**config.mk**
```make
export PLATFORM = sky130hd
export DESIGN_NAME = thirtytwo_bitdivider_flat
export DESIGN_NICKNAME = d
export VERILOG_FILES = /design/src/rtl/thirtytwo_bitdivider_pkg.sv /design/src/rtl/thirtytwo_bitdivider_if.sv /design/src/rtl/thirtytwo_bitdivider_subtractor.sv /design/src/rtl/thirtytwo_bitdivider.sv /design/src/flat_wrapper.sv
export SDC_FILE = /design/constraint.sdc
export NUM_CORES = 1
export LEC_CHECK = 0
export ABC_AREA = 1
export BUFFER_PORTS_ARGS = -buffer_cell sky130_fd_sc_hd__buf_2
export CORE_ASPECT_RATIO = 0.8
export CORE_MARGIN = 2
export CORE_UTILIZATION = 40
export DETAILED_ROUTE_END_ITERATION = 8
export GPL_TIMING_DRIVEN = 0
export SLEW_MARGIN = 30
export SYNTH_ARGS = -nofsm -noshare
export SYNTH_HDL_FRONTEND = slang
export SYNTH_SLANG_ARGS = --single-unit
```
**constraint.sdc**
```tcl
create_clock -name i_clk -period 29.9 [get_ports i_clk]
set_input_delay 5.98 -clock i_clk [delete_from_list [all_inputs] [get_ports i_clk]]
set_output_delay 5.98 -clock i_clk [all_outputs]
set_load 0.005 [all_outputs]
```
**src/rtl/thirtytwo_bitdivider_pkg.sv**
```systemverilog
// Shared definitions for the sequential restoring divider: FSM encoding and
// the quotient reported on divide-by-zero.
package thirtytwo_bitdivider_pkg;
  localparam int DEF_WIDTH = 32;

  typedef enum logic [1:0] {
    S_IDLE = 2'd0,
    S_RUN  = 2'd1,
    S_DONE = 2'd2
  } state_t;

  localparam logic [DEF_WIDTH-1:0] DIV_ZERO_Q = {DEF_WIDTH{1'b1}};
endpackage

```
**src/rtl/thirtytwo_bitdivider_if.sv**
```systemverilog
// Start/done handshake and operand/result bus of the divider.
interface thirtytwo_bitdivider_if #(parameter int WIDTH = 32);
  logic             start;
  logic [WIDTH-1:0] dividend;
  logic [WIDTH-1:0] divisor;
  logic             busy;
  logic             done;
  logic [WIDTH-1:0] quotient;
  logic [WIDTH-1:0] remainder;
  logic             div_by_zero;

  modport master (
    output start, dividend, divisor,
    input  busy, done, quotient, remainder, div_by_zero
  );

  modport slave (
    input  start, dividend, divisor,
    output busy, done, quotient, remainder, div_by_zero
  );
endinterface

```
**src/rtl/thirtytwo_bitdivider_subtractor.sv**
```systemverilog
// Ripple-carry adder and the subtractor built on it (a + ~b + c_in).
// c_out=1 from the subtractor means no borrow when c_in=1.
module thirtytwo_bitadder #(parameter int WIDTH = 32) (
  input  logic [WIDTH-1:0] i_a,
  input  logic [WIDTH-1:0] i_b,
  input  logic             i_c_in,
  output logic [WIDTH-1:0] o_sum,
  output logic             o_c_out
);
  logic w_c;

  always_comb begin
    w_c   = i_c_in;
    o_sum = '0;
    for (int i = 0; i < WIDTH; i++) begin
      o_sum[i] = i_a[i] ^ i_b[i] ^ w_c;
      w_c      = (i_a[i] & i_b[i]) | (w_c & (i_a[i] ^ i_b[i]));
    end
    o_c_out = w_c;
  end
endmodule

module thirtytwo_bitsubtractor #(parameter int WIDTH = 32) (
  input  logic [WIDTH-1:0] i_a,
  input  logic [WIDTH-1:0] i_b,
  input  logic             i_c_in,
  output logic             o_c_out,
  output logic [WIDTH-1:0] o_diff
);
  logic [WIDTH-1:0] w_b_n;

  assign w_b_n = ~i_b;

  thirtytwo_bitadder #(.WIDTH(WIDTH)) u_add (
    .i_a     (i_a),
    .i_b     (w_b_n),
    .i_c_in  (i_c_in),
    .o_sum   (o_diff),
    .o_c_out (o_c_out)
  );
endmodule

```
**src/rtl/thirtytwo_bitdivider.sv**
```systemverilog
// Restoring unsigned divider: one quotient bit per clock, WIDTH RUN cycles,
// divide-by-zero short-circuits straight to DONE.
module thirtytwo_bitdivider
  import thirtytwo_bitdivider_pkg::*;
#(parameter int WIDTH = DEF_WIDTH) (
  input  logic                  i_clk,
  input  logic                  i_reset,
  thirtytwo_bitdivider_if.slave bus
);
  state_t           r_state;
  logic [5:0]       r_count;
  logic [WIDTH:0]   r_rem;
  logic [WIDTH-1:0] r_q;
  logic [WIDTH-1:0] r_d;
  logic             r_busy;
  logic             r_done;
  logic [WIDTH-1:0] r_quotient;
  logic [WIDTH-1:0] r_remainder;
  logic             r_dbz;

  logic [WIDTH:0]   w_r_sh;
  logic [WIDTH-1:0] w_diff;
  logic             w_c_out;
  logic             w_no_borrow;
  logic [WIDTH:0]   w_r_next;
  logic [WIDTH-1:0] w_q_next;
  logic             w_last;

  assign w_r_sh = {r_rem[WIDTH-1:0], r_q[WIDTH-1]};

  thirtytwo_bitsubtractor #(.WIDTH(WIDTH)) u_sub (
    .i_a     (w_r_sh[WIDTH-1:0]),
    .i_b     (r_d),
    .i_c_in  (1'b1),
    .o_c_out (w_c_out),
    .o_diff  (w_diff)
  );

  // The shifted-out top bit of R means R >= 2^WIDTH > D, so the trial always fits.
  assign w_no_borrow = w_r_sh[WIDTH] | w_c_out;
  assign w_r_next    = w_no_borrow ? {1'b0, w_diff} : w_r_sh;
  assign w_q_next    = {r_q[WIDTH-2:0], w_no_borrow};
  assign w_last      = (r_count == 6'(WIDTH-1));

  always_ff @(posedge i_clk) begin
    if (i_reset) begin
      r_state     <= S_IDLE;
      r_count     <= '0;
      r_rem       <= '0;
      r_q         <= '0;
      r_d         <= '0;
      r_busy      <= 1'b0;
      r_done      <= 1'b0;
      r_quotient  <= '0;
      r_remainder <= '0;
      r_dbz       <= 1'b0;
    end else begin
      r_done <= 1'b0;
      unique case (r_state)
        S_RUN: begin
          r_rem   <= w_r_next;
          r_q     <= w_q_next;
          r_count <= r_count + 6'd1;
          if (w_last) begin
            r_state     <= S_DONE;
            r_busy      <= 1'b0;
            r_done      <= 1'b1;
            r_quotient  <= w_q_next;
            r_remainder <= w_r_next[WIDTH-1:0];
            r_dbz       <= 1'b0;
          end
        end
        default: begin
          // IDLE and DONE both accept a new request; DONE lasts one cycle.
          if (bus.start) begin
            if (bus.divisor == '0) begin
              r_state     <= S_DONE;
              r_done      <= 1'b1;
              r_quotient  <= WIDTH'(DIV_ZERO_Q);
              r_remainder <= bus.dividend;
              r_dbz       <= 1'b1;
            end else begin
              r_state <= S_RUN;
              r_busy  <= 1'b1;
              r_q     <= bus.dividend;
              r_rem   <= '0;
              r_d     <= bus.divisor;
              r_count <= '0;
            end
          end else begin
            r_state <= S_IDLE;
          end
        end
      endcase
    end
  end

  assign bus.busy        = r_busy;
  assign bus.done        = r_done;
  assign bus.quotient    = r_quotient;
  assign bus.remainder   = r_remainder;
  assign bus.div_by_zero = r_dbz;
endmodule

```
**src/flat_wrapper.sv**
```systemverilog
// flat-port wrapper written by rule: the top's interface ports become plain ports
module thirtytwo_bitdivider_flat import thirtytwo_bitdivider_pkg::*;
#(parameter int WIDTH = DEF_WIDTH)
  (i_clk, i_reset, bus_start, bus_dividend, bus_divisor, bus_busy, bus_done, bus_quotient, bus_remainder, bus_div_by_zero);
  thirtytwo_bitdivider_if #(.WIDTH(WIDTH)) bus_i ();
  input  logic i_clk;
  input  logic i_reset;
  input wire logic [$bits(bus_i.start)-1:0] bus_start;
  input wire logic [$bits(bus_i.dividend)-1:0] bus_dividend;
  input wire logic [$bits(bus_i.divisor)-1:0] bus_divisor;
  output wire logic [$bits(bus_i.busy)-1:0] bus_busy;
  output wire logic [$bits(bus_i.done)-1:0] bus_done;
  output wire logic [$bits(bus_i.quotient)-1:0] bus_quotient;
  output wire logic [$bits(bus_i.remainder)-1:0] bus_remainder;
  output wire logic [$bits(bus_i.div_by_zero)-1:0] bus_div_by_zero;
  assign bus_i.start = bus_start;
  assign bus_i.dividend = bus_dividend;
  assign bus_i.divisor = bus_divisor;
  assign bus_busy = bus_i.busy;
  assign bus_done = bus_i.done;
  assign bus_quotient = bus_i.quotient;
  assign bus_remainder = bus_i.remainder;
  assign bus_div_by_zero = bus_i.div_by_zero;
  thirtytwo_bitdivider #(.WIDTH(WIDTH)) u_core (.i_clk(i_clk), .i_reset(i_reset), .bus(bus_i));
endmodule
```
==> results.py, run 1 <==
metrics = {
    "clock_tree": {
        "cts_root_buffer": "sky130_fd_sc_hd__clkbuf_16",
        "post_cts_resize_count": 0,
        "worst_setup_hold_path_clk_slew_ns": 0.06,
        "clock_path_buffers": 2,
        "cts_sink_count": 171,
        "cts_setup_buffers": 0,
        "clock_tree_from_tritoncts": "yes",
        "total_number_of_h_tree_levels": 4,
        "total_cts_buffers": 17,
        "clock_latency_ns": 0.43,
        "holdBufCountCts": 0,
    },
    "status": {
        "status": "completed",
    },
    "yosys": {
        "ys_ff_latch": 171,
        "fraction_of_synthesized_cell_area_taken_by_the_top_area_cell_type_pct": 43.2,
        "synthTopCellsByArea": "sky130_fd_sc_hd__dfxtp_1 (43%), sky130_fd_sc_hd__nand2_1 (11%), sky130_fd_sc_hd__a21oi_1 (9.9%), sky130_fd_sc_hd__fa_1 (7.8%), sky130_fd_sc_hd__nand3_1 (6.3%)",
        "syn_avg_cell_area_sq_um": 7.42,
        "mappedNetlistArea_sq_um": 7930,
        "synthCells": 1069,
        "synth_top_cell_by_area": "sky130_fd_sc_hd__dfxtp_1",
        "synthDistinctLibCells": 30,
        "synth_top_flop_cell": "sky130_fd_sc_hd__dfxtp_1",
        "yosysWarnings": 0,
        "postSynthNetCount": 1169,
        "cell_with_the_most_instances_after_synthesis": "sky130_fd_sc_hd__nand2_1",
        "synth_seq_area_share_pct": 43.2,
        "commonest_cells_in_the_netlist": "sky130_fd_sc_hd__nand2_1 (238), sky130_fd_sc_hd__dfxtp_1 (171), sky130_fd_sc_hd__a21oi_1 (157)",
        "synthArstFlopShare_pct": 0,
        "synth_enable_flop_cells": 0,
    },
    "flow_run": {
        "drv_cap": 0,
    },
    "sta": {
        "rsz0062_at_grt": "no",
        "clock-skew-final_ns": 0.00946,
        "setup-violations-final": 0,
        "timing.final.ws_setup_ns": 14.30,
        "fmax_mhz": 64.1,
        "final-max-slew-violation-count": 0,
        "slew_headroom_pct": 54.1,
        "layout_worst_path_cycle_share_pct": 52.2,
        "tightest_slew_ns": 0.689,
        "post_route_setup_tns_ns": 0,
        "min_cycle_time_layout_ns": 15.60,
        "hold_violations": 0,
    },
    "setup_path": {
        "cp_top_family": "adder cells",
        "worst_path_largest_cell_delay_ns": 0.49,
        "crit_fanout": 10,
        "reg2reg_setup_slack_ns": 14.30,
        "rr_endpoint": "u_core.bus.remainder[31]",
        "slowest_stage": "sky130_fd_sc_hd__fa_1",
        "r2r-start": "u_core.r_q[31]",
        "worst-path-buf-inv": 4,
        "timing.reg2reg.worst_path_depth": 42,
        "worstPathRequired_ns": 30.19,
        "worstSetupPathType": "reg2reg",
        "startpoint_type": "flip-flop",
        "timing.critical_path.to_type": "flip-flop",
        "worst_path_most_repeated_cell": "sky130_fd_sc_hd__fa_1",
        "critPathArrivalTime_ns": 15.89,
    },
    "detailed_routing": {
        "drt-total-wl_um": 23300,
        "drt-vias-per-instance": 5.05,
        "routed-via-count": 7557,
        "wl_per_cell_um": 15.5,
        "drtIter0Drc": 560,
        "post-route-drc-count": 0,
        "route.antenna.remaining_nets": 0,
        "drt_pass1_iterations": 5,
    },
    "placed_design": {
        "buffer_ports.inserted": 132,
        "dp_slack_ns": 14.24,
        "placed_cells_incl_taps": 1465,
        "final_gp_congestion": 0.853,
        "hpwl_reported_at_the_end_of_detailed_placement_um": 17600,
    },
    "floorplan": {
        "placementRows": 46,
        "dieArea_sq_um": 21000,
        "die-width_um": 161,
        "io_pins": 134,
        "core_area_sq_um": 19600,
        "floorplan.initialDensity_pct": 40.4,
        "die_h_um": 130,
    },
    "finish": {
        "nets": 1320,
        "layout-area-overhead-vs-synth_pct": 19.5,
        "fillerInstances": 2094,
        "insertedDiodeCount": 0,
        "layout-drive-gt1-share_pct": 17.9,
        "post_layout_nonfiller_instances": 1496,
    },
    "global_routing": {
        "groute.layer.met2.usage_pct": 34.6,
        "met1_usage_pct": 33.0,
        "grt_use_total_pct": 22.6,
        "first_global_vias": 6986,
        "busiest_layer": "met2",
        "grt_max_degree": 17,
        "grt-ovfl-total": 0,
        "grt_antenna_before_repair": 0,
        "grt_pass1_wl_um": 36900,
        "grt_util_met3_pct": 4.07,
    },
    "power_and_ir_drop": {
        "vdd_ir_drop_max_mv": 0.0294,
        "powerDensity_nw_per_um2": 59.7,
        "static-leakage-power_nw": 3.90,
    },
    "worst_hold_path": {
        "hp_start": "u_core.r_q[2]",
        "hold_path_end": "u_core.r_q[2]",
        "hold_depth": 2,
        "worst_hold_path_type": "reg2reg",
    },
}
==> worst max path at each step <==
stage                               from                  endpoint  slack [ns]  depth (start not counted)
after floorplan           u_core.r_q[31]  u_core.bus.remainder[31]       14.98                         42
after global placement    u_core.r_q[31]  u_core.bus.remainder[31]       14.25                         42
after detailed placement  u_core.r_q[31]   u_core.bus.remainder[9]       14.24                         42
after CTS                 u_core.r_q[31]  u_core.bus.remainder[31]       14.15                         42
after global routing      u_core.r_q[31]  u_core.bus.remainder[31]       13.48                         42
final                     u_core.r_q[31]  u_core.bus.remainder[31]       14.30                         42
==> cells in the final DEF (no fill, tap or decap), drive strengths merged <==
cell,Yosys,final
a21boi,1,1
a21oi,165,165
a22oi,2,2
buf,38,170
bufinv,0,1
clkbuf,35,60
clkinv,0,2
clkinvlp,0,3
dfxtp,171,171
fa,31,31
ha,2,2
inv,77,77
nand2,251,251
nand3,101,101
nand3b,1,1
nand4,1,1
nor2,124,124
o21ai,67,67
o21bai,1,1
or2,1,1
==> power by group <==
group | switching (mW) | total, mW | internal [mW]
sequential | 0.00848 | 0.248 | 0.240
combinational | 0.0626 | 0.101 | 0.0386
clock | 0.0930 | 0.216 | 0.123
total | 0.164 | 0.565 | 0.401
==> routing by layer <==
| metal | share of wire (%) | wire length (um) |
|---|---|---|
| met4 | 1.4 | 331 |
| met2 | 43 | 10100 |
| met1 | 49 | 11500 |
| met3 | 6.1 | 1410 |
| met5 | 0 | 0 |
==> flip-flops by register name (all words and copies together), names as in the netlist, 2 cells and up <==
register,cells
u_core.r_state,2
u_core.r_d,32
u_core.r_q,32
u_core.r_count,6
u_core.bus.quotient,32
u_core.r_rem,32
u_core.bus.remainder,32
==> final cells by class <==
type	instances	area (sq um)	share of cell area (%)
Clock buffer	25	495	5.23
Sequential cell	171	3420	36.1
Buffer	73	352	3.71
Multi-Input combinational cell	748	3860	40.8
Timing Repair Buffer	132	661	6.97
Clock inverter	6	62.6	0.660
Inverter	77	289	3.05
Tap cell	264	330	3.49
==> kinds of logic after synthesis <==
logic type	Yosys count	synth area share (%)
buf+inv	150	8.08
simple gates	479	25.1
flops	171	43.2
fa+ha+maj	33	8.14
compound gates	236	15.5
==> stage by stage <==
stage / total power, mW / instance area [sq um] / util [%] / hold WS [ns]
2_1_floorplan: 0.326 / 7930 / - / 0.440
3_3_place_gp: 0.353 / 8920 / 45.4 / 0.449
3_5_place_dp: 0.356 / 8920 / 45.4 / 0.453
4_1_cts: 0.570 / 9480 / 48.3 / 0.462
5_1_grt: 0.596 / 9480 / 48.3 / 0.477
6_report: 0.565 / 9480 / 48.3 / 0.464
==> worst register-to-register path: cells and delay by family, from the launching register on <==
kind | cells | cell delay [ns]
fa+ha+maj | 32 | 13.96
simple gates | 4 | 0.40
compound gates | 2 | 0.33
buf+inv | 4 | 0.43
flops | 1 | 0.37
Power figures use the tool's default switching activity.
==> run 2, diff against run 1 <==
Clock period 29.9 ns to 14.9 ns, I/O delays scaled along.
==> run 2 against run 1 <==
Sequential cell count unchanged. Fmax grew 8.4%. Clock skew increased by 0.00093 ns. Utilization up 1.1 points. Sequential share of layout area decreased by 0.83 points. Sequential power is 100% higher. Cell area up 2.4%. Register-to-register slack got worse by 14 ns. Power up 110%. Worst setup slack lost 14 ns. Via count decreased by 0.98%. Die area unchanged. Critical endpoint is now u_core.bus.remainder[18].
==> results.py, run 2 (synthesis gave the netlist of run 1 again) <==
metrics = {
    "sta": {
        "fmax_mhz": 69.5,
        "min_cycle_time_layout_ns": 14.39,
        "post_route_setup_tns_ns": 0,
        "hold_violations": 0,
        "final-max-slew-violation-count": 0,
        "tightest_slew_ns": 0.649,
        "timing.final.ws_setup_ns": 0.509,
        "slew_headroom_pct": 56.8,
        "clock-skew-final_ns": 0.0104,
        "layout_worst_path_cycle_share_pct": 96.6,
        "fin_worst_hold_slack_ns": 0.462,
        "rsz0062_at_grt": "no",
        "setup-violations-final": 0,
    },
    "clock_tree": {
        "worst_setup_hold_path_clk_slew_ns": 0.06,
        "cts_root_buffer": "sky130_fd_sc_hd__clkbuf_16",
        "clock_latency_ns": 0.44,
        "clock_path_buffers": 2,
        "total_number_of_h_tree_levels": 4,
        "cts_setup_buffers": 0,
        "total_cts_buffers": 17,
        "clock_tree_from_tritoncts": "yes",
        "cts_sink_count": 171,
    },
    "power_and_ir_drop": {
        "comb_power_share_pct": 19.3,
        "powerDensity_nw_per_um2": 123,
        "power.total_mw": 1.19,
        "static-leakage-power_nw": 3.94,
        "netSwitchingPower_mw": 0.342,
        "vdd_ir_drop_max_mv": 0.0732,
        "power.share.sequential_pct": 42.1,
        "power_switching_share_pct": 28.7,
        "power_report.internal_total_mw": 0.847,
        "pwr-share-clk_pct": 38.6,
    },
    "placed_design": {
        "hpwl_reported_at_the_end_of_detailed_placement_um": 17600,
        "final_gp_congestion": 0.856,
        "dp_slack_ns": -0.765,
        "placed_cells_incl_taps": 1465,
        "buffer_ports.inserted": 132,
        "dpl_cell_area_sq_um": 8920,
    },
    "global_routing": {
        "grt_max_degree": 17,
        "grt-ovfl-total": 0,
        "first_global_vias": 6806,
        "grt_pass1_wl_um": 36300,
        "grt_use_total_pct": 22.2,
        "grt_antenna_before_repair": 0,
    },
    "detailed_routing": {
        "drt_pass1_iterations": 6,
        "routed-via-count": 7483,
        "drtIter0Drc": 594,
        "wl_per_cell_um": 15.5,
        "route.antenna.remaining_nets": 0,
        "drt-total-wl_um": 23100,
        "drt-vias-per-instance": 5.01,
        "post-route-drc-count": 0,
    },
    "finish": {
        "utilization_pct": 49.4,
        "post-route-cell-area_sq_um": 9700,
        "nets": 1320,
        "layout-drive-gt1-share_pct": 22.1,
        "commonest_non_fill_non_tap_cell_in_the_layout": "sky130_fd_sc_hd__nand2_1",
        "layout.cells.most_common_list": "sky130_fd_sc_hd__nand2_1 (236), sky130_fd_sc_hd__dfxtp_1 (170), sky130_fd_sc_hd__buf_2 (151), sky130_fd_sc_hd__a21oi_1 (133), sky130_fd_sc_hd__nor2_1 (118)",
        "final-seq-area_sq_um": 3420,
        "fillerInstances": 2020,
        "insertedDiodeCount": 0,
        "layout-area-overhead-vs-synth_pct": 22.4,
        "total_area_of_multi_input_combinational_cells_sq_um": 4030,
        "post_layout_nonfiller_instances": 1495,
    },
    "setup_path": {
        "worstPathRequired_ns": 15.20,
        "critPathArrivalTime_ns": 14.69,
        "crit_fanout": 10,
        "worst-path-buf-inv": 4,
        "worst_path_most_repeated_cell": "sky130_fd_sc_hd__fa_2",
        "slowest_stage": "sky130_fd_sc_hd__fa_1",
        "timing.reg2reg.worst_path_depth": 42,
        "r2r-start": "u_core.r_q[31]",
        "reg2reg_setup_slack_ns": 0.51,
        "startpoint_type": "flip-flop",
        "worst_path_largest_cell_delay_ns": 0.46,
        "timing.critical_path.to_type": "flip-flop",
        "cp_top_family": "adder cells",
        "worstSetupPathType": "reg2reg",
        "rr_endpoint": "u_core.bus.remainder[18]",
    },
    "floorplan": {
        "placementRows": 46,
        "dieArea_sq_um": 21000,
        "floorplan.initialDensity_pct": 40.4,
        "die-width_um": 161,
        "die_h_um": 130,
        "core_area_sq_um": 19600,
        "io_pins": 134,
    },
    "flow_run": {
        "drv_cap": 0,
    },
    "worst_hold_path": {
        "hold_path_end": "u_core.r_q[25]",
        "worst_hold_path_type": "reg2reg",
        "hold_depth": 2,
        "hp_start": "u_core.r_q[25]",
    },
    "status": {
        "status": "completed",
    },
}
## run 2: changes by cell type in the layout (fill, tap and decap cells not counted), moves of 2 or more
cell                        change
sky130_fd_sc_hd__nand2_2        +2
sky130_fd_sc_hd__a21oi_1       -24
sky130_fd_sc_hd__buf_4          +3
sky130_fd_sc_hd__buf_6          +3
sky130_fd_sc_hd__nand2_1        -2
sky130_fd_sc_hd__fa_2          +19
sky130_fd_sc_hd__a21oi_2       +23
sky130_fd_sc_hd__nor2_1         -5
sky130_fd_sc_hd__nor2_2         +5
sky130_fd_sc_hd__buf_2          -6
sky130_fd_sc_hd__fa_1          -19
sky130_fd_sc_hd__bufinv_16      +2
## run 2: power by group through the flow
stage	Clock, mW	Sequential (mW)	Combinational, mW
floorplan	0	0.504	0.150
global placement	0	0.508	0.201
detailed placement	0	0.508	0.206
CTS	0.463	0.500	0.226
global route	0.485	0.503	0.263
finish	0.459	0.500	0.229
## run 2: per-layer routing
layer  GRT usage [%]  vias to the layer above  wire [um]
met1            32.5                     3520      11500
met2            33.6                      198      10000
met4            6.36                        0        394
met5               0                        -          0
met3            3.97                       27       1250
li1                -                     3738          -
## run 2: worst max-delay path by stage
stage / start / cells past startpoint / to / slack [ns]
final: u_core.r_q[31] / 42 / u_core.bus.remainder[18] / 0.51
after global routing: u_core.r_q[31] / 43 / u_core.bus.remainder[6] / 0.005
after CTS: u_core.r_q[31] / 43 / u_core.bus.remainder[18] / 0.02
after detailed placement: u_core.r_q[31] / 42 / u_core.bus.remainder[18] / -0.76
after global placement: u_core.r_q[31] / 42 / u_core.bus.remainder[21] / -0.74
after floorplan: u_core.r_q[31] / 42 / u_core.bus.remainder[21] / 0.02
## run 2: what timing repair did
item                                    CTS  global route
hold buffers                              0             0
resized for setup                        48            12
endpoints found under the setup margin   66            66
## run 2: area by class of cell
class,instances,share of cell area (%)
clock inverter,7,1.19
tap,264,3.40
multi-input combinational,748,41.5
clock buffer,23,4.93
buffer,73,3.89
timing repair buffer,132,6.81
sequential,171,35.3
inverter,77,2.98
## run 2: worst reg2reg max path, delay by kind of cell, from the launching register on
family,cells,cell delay (ns)
compound gates,2,0.28
simple gates,4,0.34
buf+inv,4,0.38
fa+ha+maj,32,12.92
flops,1,0.36
==> run 3, diff against run 2 <==
Settings changed: RECOVER_POWER from default to 50.
==> run 3 against run 2 <==
Critical path depth increased by 1. Worst setup slack improved by 0.022 ns. Clock skew about the same. Die area unchanged. Routed wire length about the same. Sequential cell count unchanged. Cell count unchanged. Sequential power about the same. Non-clock buffer count unchanged. Global-route usage unchanged. Cell area decreased by 1.5%. Critical path type unchanged.
==> results.py, run 3 (synthesis gave the netlist of run 1 again) <==
metrics = {
    "setup_path": {
        "timing.critical_path.to_type": "flip-flop",
        "crit_fanout": 10,
        "worstSetupPathType": "reg2reg",
        "worstPathRequired_ns": 15.27,
        "slowest_stage": "sky130_fd_sc_hd__fa_1",
        "worst_path_most_repeated_cell": "sky130_fd_sc_hd__fa_2",
        "critPathArrivalTime_ns": 14.74,
        "worst_path_largest_cell_delay_ns": 0.46,
        "startpoint_type": "flip-flop",
    },
    "detailed_routing": {
        "drt-total-wl_um": 23100,
        "drtIter0Drc": 582,
        "drt_pass1_iterations": 5,
        "routed-via-count": 7527,
        "wl_per_cell_um": 15.5,
        "post-route-drc-count": 0,
        "route.antenna.remaining_nets": 0,
        "drt-vias-per-instance": 5.03,
    },
    "clock_tree": {
        "worst_setup_hold_path_clk_slew_ns": 0.06,
        "clock_path_buffers": 2,
        "clock_tree_from_tritoncts": "yes",
        "total_cts_buffers": 17,
        "cts_sink_count": 171,
        "total_number_of_h_tree_levels": 4,
        "cts_root_buffer": "sky130_fd_sc_hd__clkbuf_16",
        "holdBufCountCts": 0,
        "clock_latency_ns": 0.44,
    },
    "sta": {
        "timing.final.ws_setup_ns": 0.530,
        "final-max-slew-violation-count": 0,
        "slew_headroom_pct": 40.3,
        "layout_worst_path_cycle_share_pct": 96.4,
        "setup-violations-final": 0,
        "fmax_mhz": 69.6,
        "rsz0062_at_grt": "no",
        "min_cycle_time_layout_ns": 14.37,
        "hold_violations": 0,
        "tightest_slew_ns": 0.886,
        "clock-skew-final_ns": 0.0105,
        "fin_worst_hold_slack_ns": 0.465,
    },
    "floorplan": {
        "die-width_um": 161,
        "io_pins": 134,
        "floorplan.initialDensity_pct": 40.4,
        "dieArea_sq_um": 21000,
        "core_area_sq_um": 19600,
        "placementRows": 46,
        "die_h_um": 130,
    },
    "power_and_ir_drop": {
        "powerDensity_nw_per_um2": 124,
        "vdd_ir_drop_max_mv": 0.0737,
        "static-leakage-power_nw": 3.72,
    },
    "global_routing": {
        "first_global_vias": 6806,
        "grt_antenna_before_repair": 0,
        "grt-ovfl-total": 0,
        "grt_pass1_wl_um": 36300,
        "grt_max_degree": 17,
        "grt_use_total_pct": 22.2,
    },
    "placed_design": {
        "dp_slack_ns": -0.765,
        "final_gp_congestion": 0.856,
        "buffer_ports.inserted": 132,
        "hpwl_reported_at_the_end_of_detailed_placement_um": 17600,
    },
    "status": {
        "status": "completed",
    },
    "finish": {
        "layout.cells.most_common_list": "sky130_fd_sc_hd__nand2_1 (240), sky130_fd_sc_hd__dfxtp_1 (170), sky130_fd_sc_hd__a21oi_1 (140), sky130_fd_sc_hd__nor2_1 (119), sky130_fd_sc_hd__buf_2 (109)",
        "insertedDiodeCount": 0,
        "commonest_non_fill_non_tap_cell_in_the_layout": "sky130_fd_sc_hd__nand2_1",
        "nets": 1320,
        "layout-area-overhead-vs-synth_pct": 20.5,
        "layout-drive-gt1-share_pct": 17.1,
    },
    "worst_hold_path": {
        "worst_hold_path_type": "reg2reg",
    },
    "flow_run": {
        "drv_cap": 0,
    },
}
-- run 3: changes by cell type in the layout (fill, tap and decap cells not counted), moves of 2 or more --
| cell | previous run | this run |
|---|---|---|
| sky130_fd_sc_hd__a21oi_1 | 133 | 140 |
| sky130_fd_sc_hd__a21oi_2 | 31 | 24 |
| sky130_fd_sc_hd__buf_2 | 151 | 109 |
| sky130_fd_sc_hd__buf_4 | 10 | 7 |
| sky130_fd_sc_hd__clkbuf_1 | 37 | 84 |
| sky130_fd_sc_hd__nand2_1 | 236 | 240 |
| sky130_fd_sc_hd__nand2_4 | 3 | 0 |
| sky130_fd_sc_hd__o21ai_0 | 61 | 63 |
-- run 3: cell type report --
cell class	instances	area, sq um
Inverter	77	289
Clock buffer	23	478
Tap cell	264	330
Timing Repair Buffer	132	614
Multi-Input combinational cell	748	3960
Sequential cell	171	3420
Buffer	73	342
Fill cell	2045	10100
Clock inverter	7	115
-- run 3: critical path, delay by kind of cell, from the launching register on --
family,cells,cell delay [ns]
AOI/OAI and AO/OA,2,0.18
adders and majority gates,32,12.89
buffers and inverters,4,0.40
DFF,1,0.35
and+or+nand+nor,5,0.48
-- run 3: routing by layer --
| layer | wire (um) | GRT usage, % | vias up | part of all wire, % |
|---|---|---|---|---|
| li1 | - | - | 3744 | - |
| met1 | 11500 | 32.5 | 3551 | 50 |
| met2 | 9950 | 33.6 | 203 | 43 |
| met3 | 1230 | 3.97 | 29 | 5.3 |
| met4 | 427 | 6.36 | 0 | 1.8 |
| met5 | 0 | 0 | - | 0 |
-- run 3: metrics by stage --
step                      power (mW)  cells  TNS (ns)  utilization, %  instance area, sq um
after floorplan                0.654   1069         0               -                  7930
after global placement         0.709   1465    -40.79            45.5                  8920
after detailed placement       0.715   1465    -42.99            45.5                  8920
after CTS                       1.19   1495         0            49.3                  9670
after global routing            1.25   1495         0            48.7                  9560
final                           1.19   1495         0            48.7                  9560
-- run 3: worst paths after layout --
| check | from | end | slack, ns | cells past startpoint |
|---|---|---|---|---|
| worst max-delay path | u_core.r_q[31] | u_core.bus.remainder[31] | 0.53 | 43 |
| worst min-delay path | u_core.r_q[8] | u_core.r_q[8] | 0.46 | 2 |
| worst max register to register | u_core.r_q[31] | u_core.bus.remainder[31] | 0.53 | 43 |
| worst min register to register | u_core.r_q[8] | u_core.r_q[8] | 0.46 | 2 |
-- run 3: repair_timing --
| item | in CTS | in global routing |
|---|---|---|
| buffers inserted | 0 | 0 |
| gates cloned | 0 | 0 |
| gates resized for setup | 48 | 12 |
| setup endpoints to repair | 66 | 66 |
| hold endpoints to repair | 0 | 0 |
-- run 3: report_power, final --
group          internal, mW  total (mW)  switching (mW)
logic                0.0896       0.227           0.137
clock network         0.275       0.459           0.184
registers             0.481       0.500          0.0187
total                 0.846        1.19           0.340
